File: config.mk
export PLATFORM = sky130hd
export DESIGN_NAME = jtframe_mixer_seq
export DESIGN_NICKNAME = d
export VERILOG_FILES = /design/src/rtl/jtframe_mixer_seq.sv
export SDC_FILE = /design/constraint.sdc
export NUM_CORES = 1
export LEC_CHECK = 0
export ABC_AREA = 1
export BUFFER_PORTS_ARGS = -buffer_cell sky130_fd_sc_hd__buf_2
export CAP_MARGIN = 20
export CORE_MARGIN = 2
export CORE_UTILIZATION = 51
export DETAILED_ROUTE_END_ITERATION = 7
export GPL_TIMING_DRIVEN = 0
export PLACE_DENSITY_LB_ADDON = 0.1
export RECOVER_POWER = 100
export SETUP_SLACK_MARGIN = 0.05
export SLEW_MARGIN = 10
export SYNTH_ARGS = -nofsm -noshare
export SYNTH_HDL_FRONTEND = slang
export SYNTH_SLANG_ARGS = --single-unit
File: constraint.sdc
create_clock -name clk -period 10 [get_ports clk]
set_input_delay 0 -clock clk [delete_from_list [all_inputs] [get_ports clk]]
set_output_delay 0 -clock clk [all_outputs]
set_load 0.02 [all_outputs]
File: src/rtl/jtframe_mixer_seq.sv
// Time-multiplexed audio mixer: one shared multiplier walks the snapshotted
// channels, then the sum is saturated, scaled to the output width and metered.
module jtframe_mixer_seq #(
    parameter int CH   = 4,
    parameter int WIN  = 16,
    parameter int WOUT = 16
) (
    input  logic                    clk,
    input  logic                    rst_n,
    input  logic                    cen,
    input  logic                    sample,
    input  logic [CH*WIN-1:0]       ch,
    input  logic [CH*8-1:0]         gain,
    input  logic                    flag_clr,
    input  logic                    peak_clr,
    output logic signed [WOUT-1:0]  mixed,
    output logic                    valid,
    output logic                    busy,
    output logic                    clip,
    output logic                    overrun,
    output logic [WOUT-2:0]         peak
);

    localparam int IW = $clog2(CH);
    localparam int PW = WIN + 9;
    localparam int AW = PW + IW;

    localparam logic signed [AW-1:0] SMAX = {{(AW-WIN+1){1'b0}}, {(WIN-1){1'b1}}};
    localparam logic signed [AW-1:0] SMIN = {{(AW-WIN+1){1'b1}}, {(WIN-1){1'b0}}};

    typedef enum logic [1:0] {IDLE, ACC, SAT} state_t;

    state_t                 state;
    logic [IW-1:0]          idx;
    logic signed [AW-1:0]   acc;
    logic [CH*WIN-1:0]      ch_q;
    logic [CH*8-1:0]        gain_q;

    logic [WIN-1:0]         cur_ch;
    logic [7:0]             cur_gain;
    logic signed [PW-1:0]   ch_ext;
    logic signed [PW-1:0]   gain_ext;
    logic signed [PW-1:0]   prod;
    logic signed [AW-1:0]   prod_ext;

    logic signed [AW-1:0]   r;
    logic                   sat_hi;
    logic                   sat_lo;
    logic signed [WIN-1:0]  sat_val;
    logic signed [WOUT-1:0] mixed_n;
    logic [WOUT-1:0]        neg;
    logic [WOUT-2:0]        mag;
    logic [WOUT-2:0]        peak_base;

    // Channel/gain selection for the current step of the walk
    always_comb begin
        cur_ch   = '0;
        cur_gain = '0;
        for (int k = 0; k < CH; k++) begin
            if (idx == IW'(k)) begin
                cur_ch   = ch_q[k*WIN +: WIN];
                cur_gain = gain_q[k*8 +: 8];
            end
        end
    end

    // Gain is unsigned, so it gets a zero sign bit before the signed multiply;
    // |ch|*255 always fits in WIN+9 bits, so truncating the product is exact.
    assign ch_ext   = {{9{cur_ch[WIN-1]}}, cur_ch};
    assign gain_ext = {{WIN{1'b0}}, 1'b0, cur_gain};
    assign prod     = ch_ext * gain_ext;
    assign prod_ext = {{IW{prod[PW-1]}}, prod};

    assign r      = acc >>> 4;
    assign sat_hi = r > SMAX;
    assign sat_lo = r < SMIN;

    always_comb begin
        if (sat_hi)
            sat_val = {1'b0, {(WIN-1){1'b1}}};
        else if (sat_lo)
            sat_val = {1'b1, {(WIN-1){1'b0}}};
        else
            sat_val = r[WIN-1:0];
    end

    generate
        if (WOUT <= WIN) begin : g_narrow
            assign mixed_n = sat_val[WIN-1 -: WOUT];
        end else begin : g_wide
            assign mixed_n = {sat_val, {(WOUT-WIN){1'b0}}};
        end
    endgenerate

    // The most negative code has no positive twin; it reads as full scale.
    assign neg = -mixed_n;

    always_comb begin
        if (!mixed_n[WOUT-1])
            mag = mixed_n[WOUT-2:0];
        else if (mixed_n[WOUT-2:0] == '0)
            mag = '1;
        else
            mag = neg[WOUT-2:0];
    end

    assign peak_base = peak_clr ? '0 : peak;

    always_ff @(posedge clk or negedge rst_n) begin
        if (!rst_n) begin
            state   <= IDLE;
            idx     <= '0;
            acc     <= '0;
            ch_q    <= '0;
            gain_q  <= '0;
            mixed   <= '0;
            valid   <= 1'b0;
            busy    <= 1'b0;
            clip    <= 1'b0;
            overrun <= 1'b0;
            peak    <= '0;
        end else begin
            valid <= 1'b0;
            if (flag_clr) begin
                clip    <= 1'b0;
                overrun <= 1'b0;
            end
            if (peak_clr)
                peak <= '0;
            // Set assignments below come later, so they win over the clears
            if (cen) begin
                case (state)
                    IDLE: begin
                        if (sample) begin
                            ch_q   <= ch;
                            gain_q <= gain;
                            acc    <= '0;
                            idx    <= '0;
                            busy   <= 1'b1;
                            state  <= ACC;
                        end
                    end
                    ACC: begin
                        if (sample)
                            overrun <= 1'b1;
                        acc <= acc + prod_ext;
                        if (idx == IW'(CH-1)) begin
                            idx   <= '0;
                            state <= SAT;
                        end else begin
                            idx <= idx + 1'b1;
                        end
                    end
                    SAT: begin
                        if (sample)
                            overrun <= 1'b1;
                        if (sat_hi || sat_lo)
                            clip <= 1'b1;
                        if (mag > peak_base)
                            peak <= mag;
                        mixed <= mixed_n;
                        valid <= 1'b1;
                        busy  <= 1'b0;
                        state <= IDLE;
                    end
                    default: state <= IDLE;
                endcase
            end
        end
    end

endmodule
# [After elaboration in Yosys (flattened, before gate mapping)]
# Index checks and enable logic that the tools add are counted.
# Widths: inputs -> output; s select.
[word_totals] regBits=162 output_inout_bits=35 wordCells=73
[classes] addsub=3 n_mul=1 order_cmp=3 eq_ne=7 mux=36 n_reduce_logical=12
[ops] operator="$mux 16" n=6
[ops] operator="$mux 15" n=6
[ops] operator="$pmux 27 s2" n=1
[ops] operator="$mux 8" n=4
[ops] operator="$add 27x25->27" n=1
[ops] operator="$mux 27" n=1
[ops] operator="$mul 16x9->25" n=1
[ops] operator="$gt 23x16->1 const B" n=1
[ops] operator="$lt 23x16->1 const B" n=1
[ops] operator="$gt 15x15->1" n=1
[ops] operator="$logic_not 15->1" n=1
[ops] operator="$neg 15->15" n=1
[ops] operator="$reduce_and 3->1" n=4
[ops] operator="$mux 1" n=11
[ops] operator="$mux 2" n=4
[ops] operator="$pmux 2 s2" n=2
[ops] operator="$eq 2x2->1 const B" n=3
[ops] operator="$eq 2x1->1 const B" n=2
[ops] operator="$logic_not 2->1" n=2
[ops] operator="$ne 2x2->1 const B" n=2
[ops] operator="$reduce_bool 2->1" n=2
[ops] operator="$add 2x1->2 const B" n=1
[ops] operator="$pmux 1 s2" n=1
[ops] operator="$reduce_and 2->1" n=1
[ops] operator="other kinds (2)" n=2

# [Longest topological paths before layout]
[logic_depth] depth_word=10 depth_mapped=33 depth_no_buf=30

# [Worst setup path after synthesis]
# OpenSTA, ideal clock, no wires.
[synth_path] kind="reg2reg" from="register idx[1]" to="register acc[22]" setup_time_ns=0.130 arrival_ns=5.891 setup_slack_ns=3.980 path_stages_with_launch=30 path_buffers=2 period_less_slack_ns=6.020 cell_sequence="dfrtp_1 inv_1 ha_1 clkbuf_1 clkbuf_1 a21oi_1 o21ai_0 o21ai_0 o21ai_0 inv_1 nor2_1 fa_1 inv_1 fa_1 fa_1 inv_1 fa_1 inv_1 fa_1 inv_1 ha_1 nand2_1 nor2_1 inv_1 nor2_1 nand3_1 nand3_1 a21oi_1 o21ai_0 o21ai_0"
[synth_between] elab_chain_cells=8 word_cells_on_any_way=15
[synth_lines] element="from (decl)" line="34" source="logic [IW-1:0] idx;"
[synth_lines] element="from (signal assigned)" line="151" source="idx <= idx + 1'b1;"
[synth_lines] element="$logic_not 2->1" line="60" source="if (idx == IW'(k)) begin"
[synth_lines] element="$mux 16 / $mux 8 (equally long branches) (4 in series)" line="60"
[synth_lines] element="$mul 16x9->25 *" line="71" source="assign prod = ch_ext * gain_ext;"
[synth_lines] element="$add 27x25->27 *" line="146" source="acc <= acc + prod_ext;"
[synth_lines] element="$pmux 27 s2 *" line="132" source="case (state)"
[synth_lines] element="to (signal assigned)" line="146"
[synth_lines] element="to (decl)" line="35" source="logic signed [AW-1:0] acc;"
# Mark *: on every way between the ends. The rest lies on a longest branch, timed or not.
# A chain may end at the register's enable or synchronous reset.

# [Worst setup path in the final report]
# Ends and elaborated chain as after synthesis.

==> insert_results.sql <==
INSERT INTO impl_metrics (metric_group, metric, value, unit) VALUES
('sta', 'timing.final.max_slew_violations', '67', ''),
('clock_tree', 'ctsLongestPathBuffers', '2', ''),
('finish', 'syn_to_final_growth', '19.58', '%'),
('clock_tree', 'h-tree-depth', '4', ''),
('worst_setup_path', 'critical_path.slowest_cell', 'sky130_fd_sc_hd__fa_1', ''),
('clock_tree', 'cts_made_buffers', '17', ''),
('finish', 'final_layout_size_suffix_gt1_frac', '0.08301', ''),
('clock_tree', 'clock_transition_at_the_registers_of_the_reported_paths', '0.08', 'ns'),
('clock_tree', 'cts-resized-gates', '0', ''),
('clock_tree', 'clkSinkCount', '162', ''),
('floorplanning', 'initial_core_util', '0.5146', ''),
('worst_setup_path', 'critical_path_arrival', '7.57', 'ns'),
('sta', 'headroom_to_the_max_slew_limit', '-1.685', ''),
('sta', 'setup-violations-final', '0', ''),
('status', 'failing_checks', 'capacitance limit, slew limit', ''),
('worst_setup_path', 'endpoint_kind', 'flip-flop', ''),
('worst_setup_path', 'timing.reg2reg.setup_slack', '2.74', 'ns'),
('worst_hold_path', 'hold_start', 'cen', ''),
('synth', 'syn_area', '13750', 'sq um'),
('finish', 'final_net_count', '2358', ''),
('floorplanning', 'placementRows', '60', ''),
('sta', 'post-route-period-util', '0.7264', ''),
('worst_hold_path', 'worst_hold_path.endpoint', 'busy', ''),
('synth', 'netlist-cell-type-count', '50', ''),
('sta', 'final.setup_skew', '0.01791', 'ns'),
('sta', 'worstMarginPinSlew', '4.028', 'ns'),
('worst_setup_path', 'timing.rr.end', 'acc[22]', ''),
('route', 'routed-via-count', '12630', ''),
('route', 'drt_iter0_markers', '858', ''),
('route', 'postRouteAntennaNets', '0', ''),
('synth', 'average_instance_area_after_synthesis', '7.687', 'sq um'),
('route', 'detailedRoute.firstPassIterationCount', '6', ''),
('worst_setup_path', 'worst_r2r_path_depth', '28', ''),
('clock_tree', 'cts_tree', 'done', ''),
('synth', 'synth_ff_type', 'sky130_fd_sc_hd__dfrtp_1', ''),
('worst_setup_path', 'crit_path_start_kind', 'flip-flop', ''),
('finish', 'antennaDiodeCount', '0', ''),
('synth', 'synth_sequential_area_ratio', '0.2948', ''),
('clock_tree', 'post-cts-setup-buffer-count', '0', ''),
('clock_tree', 'holdBufCountCts', '101', ''),
('sta', 'period_needed', '7.264', 'ns'),
('placed_design', 'port-buffer-count', '136', ''),
('floorplanning', 'die_area', '28290', 'sq um'),
('flow_run', 'timing.max_cap.violations', '1', ''),
('global_routing', 'antenna_found_initial', '0', ''),
('sta', 'final_sum_of_negative_setup_slack', '0', 'ns'),
('placed_design', 'hpwl', '30660', 'um'),
('clock_tree', 'clkLatencyLatePin', '0.45', 'ns'),
('floorplanning', 'die_x', '168.2', 'um'),
('synth', 'synth.net_count', '2100', ''),
('synth', 'synthesis.instances', '1789', ''),
('worst_hold_path', 'hold_class', 'input port to flip-flop', ''),
('sta', 'timing.fmax', '0.1377', 'GHz'),
('global_routing', 'first_global_vias', '12610', ''),
('worst_setup_path', 'critical_path.reg2reg.startpoint', 'idx[1]', ''),
('floorplanning', 'io_pins', '137', ''),
('worst_setup_path', 'timing.setup.critical_path_class', 'flip-flop to flip-flop', ''),
('global_routing', 'grt_max_degree', '97', ''),
('synth', 'ys_ff_latch', '162', ''),
('sta', 'grt_setup_unrepaired', 'false', ''),
('global_routing', 'grt_total_ovfl', '0', ''),
('route', 'route.detailed.drc', '0', ''),
('worst_setup_path', 'critical_path.max_stage_delay', '0.58', 'ns'),
('placed_design', 'place_congestion', '0.9139', ''),
('route', 'finalWirelength', '40030', 'um'),
('synth', 'synthesis.yosys.warnings', '0', ''),
('route', 'via_per_inst', '5.261', ''),
('status', 'outcome', 'finished with violations', ''),
('route', 'drt-wirelength-per-cell', '16.67', 'um'),
('worst_setup_path', 'critPathRequiredTime', '10.30', 'ns'),
('global_routing', 'grt_first_pass_wirelength', '65350', 'um'),
('floorplanning', 'design.core.area', '26730', 'sq um'),
('clock_tree', 'clk_root_buffer_cell', 'sky130_fd_sc_hd__clkbuf_16', ''),
('synth', 'asyncSetResetFlopFracSynth', '1.000', ''),
('worst_hold_path', 'whs_path_depth', '4', ''),
('floorplanning', 'die_y', '168.2', 'um'),
('synth', 'synth-edff-count', '0', ''),
('worst_setup_path', 'crit_path_max_fanout', '10', ''),
('worst_setup_path', 'crit_top_cell', 'sky130_fd_sc_hd__inv_1', ''),
('global_routing', 'global_route.usage.total', '0.2944', ''),
('sta', 'timing.final.hold_violations', '0', '');
## worst max path at each step
stage | startpoint | end | slack (ns) | cells past startpoint
5_1_grt | idx[1] | acc[22] | 2.10 | 28
2_1_floorplan | idx[1] | acc[22] | 3.98 | 29
6_report | idx[1] | acc[22] | 2.74 | 28
3_5_place_dp | idx[1] | acc[22] | 2.75 | 28
3_3_place_gp | idx[1] | acc[22] | 2.81 | 28
4_1_cts | idx[1] | acc[22] | 2.70 | 28
## sequential cells by signal, indices dropped and copies added (netlist names)
name	count
mixed	16
acc	27
clip	1
gain_q	32
overrun	1
peak	15
state	2
idx	2
ch_q	64
valid	1
busy	1
## routing by layer
layer / GRT usage / vias up / share of wire
li1: - / 6069 / -
met3: 0.03032 / 87 / 0.049
met5: 0 / - / 0
met1: 0.3894 / 6043 / 0.43
met2: 0.5024 / 433 / 0.48
met4: 0.1124 / 0 / 0.037
## cell usage after synthesis, types with 4 or more instances
cell / n / area, sq um
sky130_fd_sc_hd__a21o_1: 7 / 52.55
sky130_fd_sc_hd__a21oi_1: 91 / 455.4
sky130_fd_sc_hd__a22oi_1: 20 / 150.1
sky130_fd_sc_hd__a31oi_1: 8 / 50.05
sky130_fd_sc_hd__buf_1: 6 / 22.52
sky130_fd_sc_hd__buf_2: 16 / 80.08
sky130_fd_sc_hd__clkbuf_1: 37 / 138.9
sky130_fd_sc_hd__dfrtp_1: 162 / 4054
sky130_fd_sc_hd__fa_1: 127 / 2542
sky130_fd_sc_hd__ha_1: 82 / 1026
sky130_fd_sc_hd__inv_1: 310 / 1164
sky130_fd_sc_hd__inv_2: 5 / 18.77
sky130_fd_sc_hd__nand2_1: 551 / 2068
sky130_fd_sc_hd__nand3_1: 78 / 390.4
sky130_fd_sc_hd__nand3_2: 10 / 100.1
sky130_fd_sc_hd__nand4_1: 13 / 81.33
sky130_fd_sc_hd__nor2_1: 114 / 427.9
sky130_fd_sc_hd__nor3_1: 4 / 20.02
sky130_fd_sc_hd__o21ai_0: 88 / 440.4
sky130_fd_sc_hd__o21bai_1: 4 / 30.03
sky130_fd_sc_hd__o22ai_1: 8 / 50.05
## through the flow
| step | setup slack (ns) | std cells | hold WS, ns | utilization | area, sq um |
|---|---|---|---|---|---|
| 2_1_floorplan | 3.980 | 1789 | -0.2956 | - | 13750 |
| 3_3_place_gp | 2.810 | 2266 | 0.1987 | 0.5560 | 14860 |
| 3_5_place_dp | 2.749 | 2268 | 0.009114 | 0.5577 | 14900 |
| 4_1_cts | 2.699 | 2401 | 0.05078 | 0.6192 | 16550 |
| 5_1_grt | 2.100 | 2401 | 0.06940 | 0.6153 | 16440 |
| 6_report | 2.736 | 2401 | 0.04327 | 0.6153 | 16440 |
## layout by cell type (no fill, tap or decap), drive strengths merged, types with 7 or more instances in the layout
master,Yosys,routed
inv,315,319
a21oi,91,91
buf,26,120
nand2,555,555
fa,127,127
clkinv,2,12
o22ai,8,8
a31oi,8,8
ha,82,82
clkbuf,37,98
nand3,89,89
nor2,118,118
a22oi,20,20
o21ai,94,94
nand4,13,13
dfrtp,162,162
dlygate4sd3,0,101
a21o,7,7
## layout make-up
type,instances,area [sq um]
Clock inverter,15,207.7
Inverter,317,1190
Tap cell,341,426.7
Timing Repair Buffer,239,1678
Buffer,63,267.8
Multi-Input combinational cell,1247,8195
Clock buffer,17,425.4
Fill cell,2458,10280
Sequential cell,162,4054
## worst max-delay path, delay by kind of cell (launching register included)
kind | cells | cell delay, ns
adder cells (fa/ha/maj) | 7 | 3.14
buffers and inverters | 9 | 1.53
AND/OR/NAND/NOR | 6 | 1.10
AO/OA/AOI/OAI | 6 | 0.93
flip-flops | 1 | 0.40
## cell families (layout without fill, tap and decap cells)
group                    after synthesis  count (layout)  share of synthesized area
AND/OR/NAND/NOR                      787             787                     0.2342
XOR/XNOR                               4               4                   0.002548
adder cells (fa/ha/maj)              209             209                     0.2595
flip-flops                           162             162                     0.2948
buffers and inverters                380             651                     0.1071
AO/OA/AOI/OAI                        247             247                     0.1019
Power is left out: the tool's default activity adds up to more than one toggle a clock period on the data nets, which glitch-free logic cannot reach.
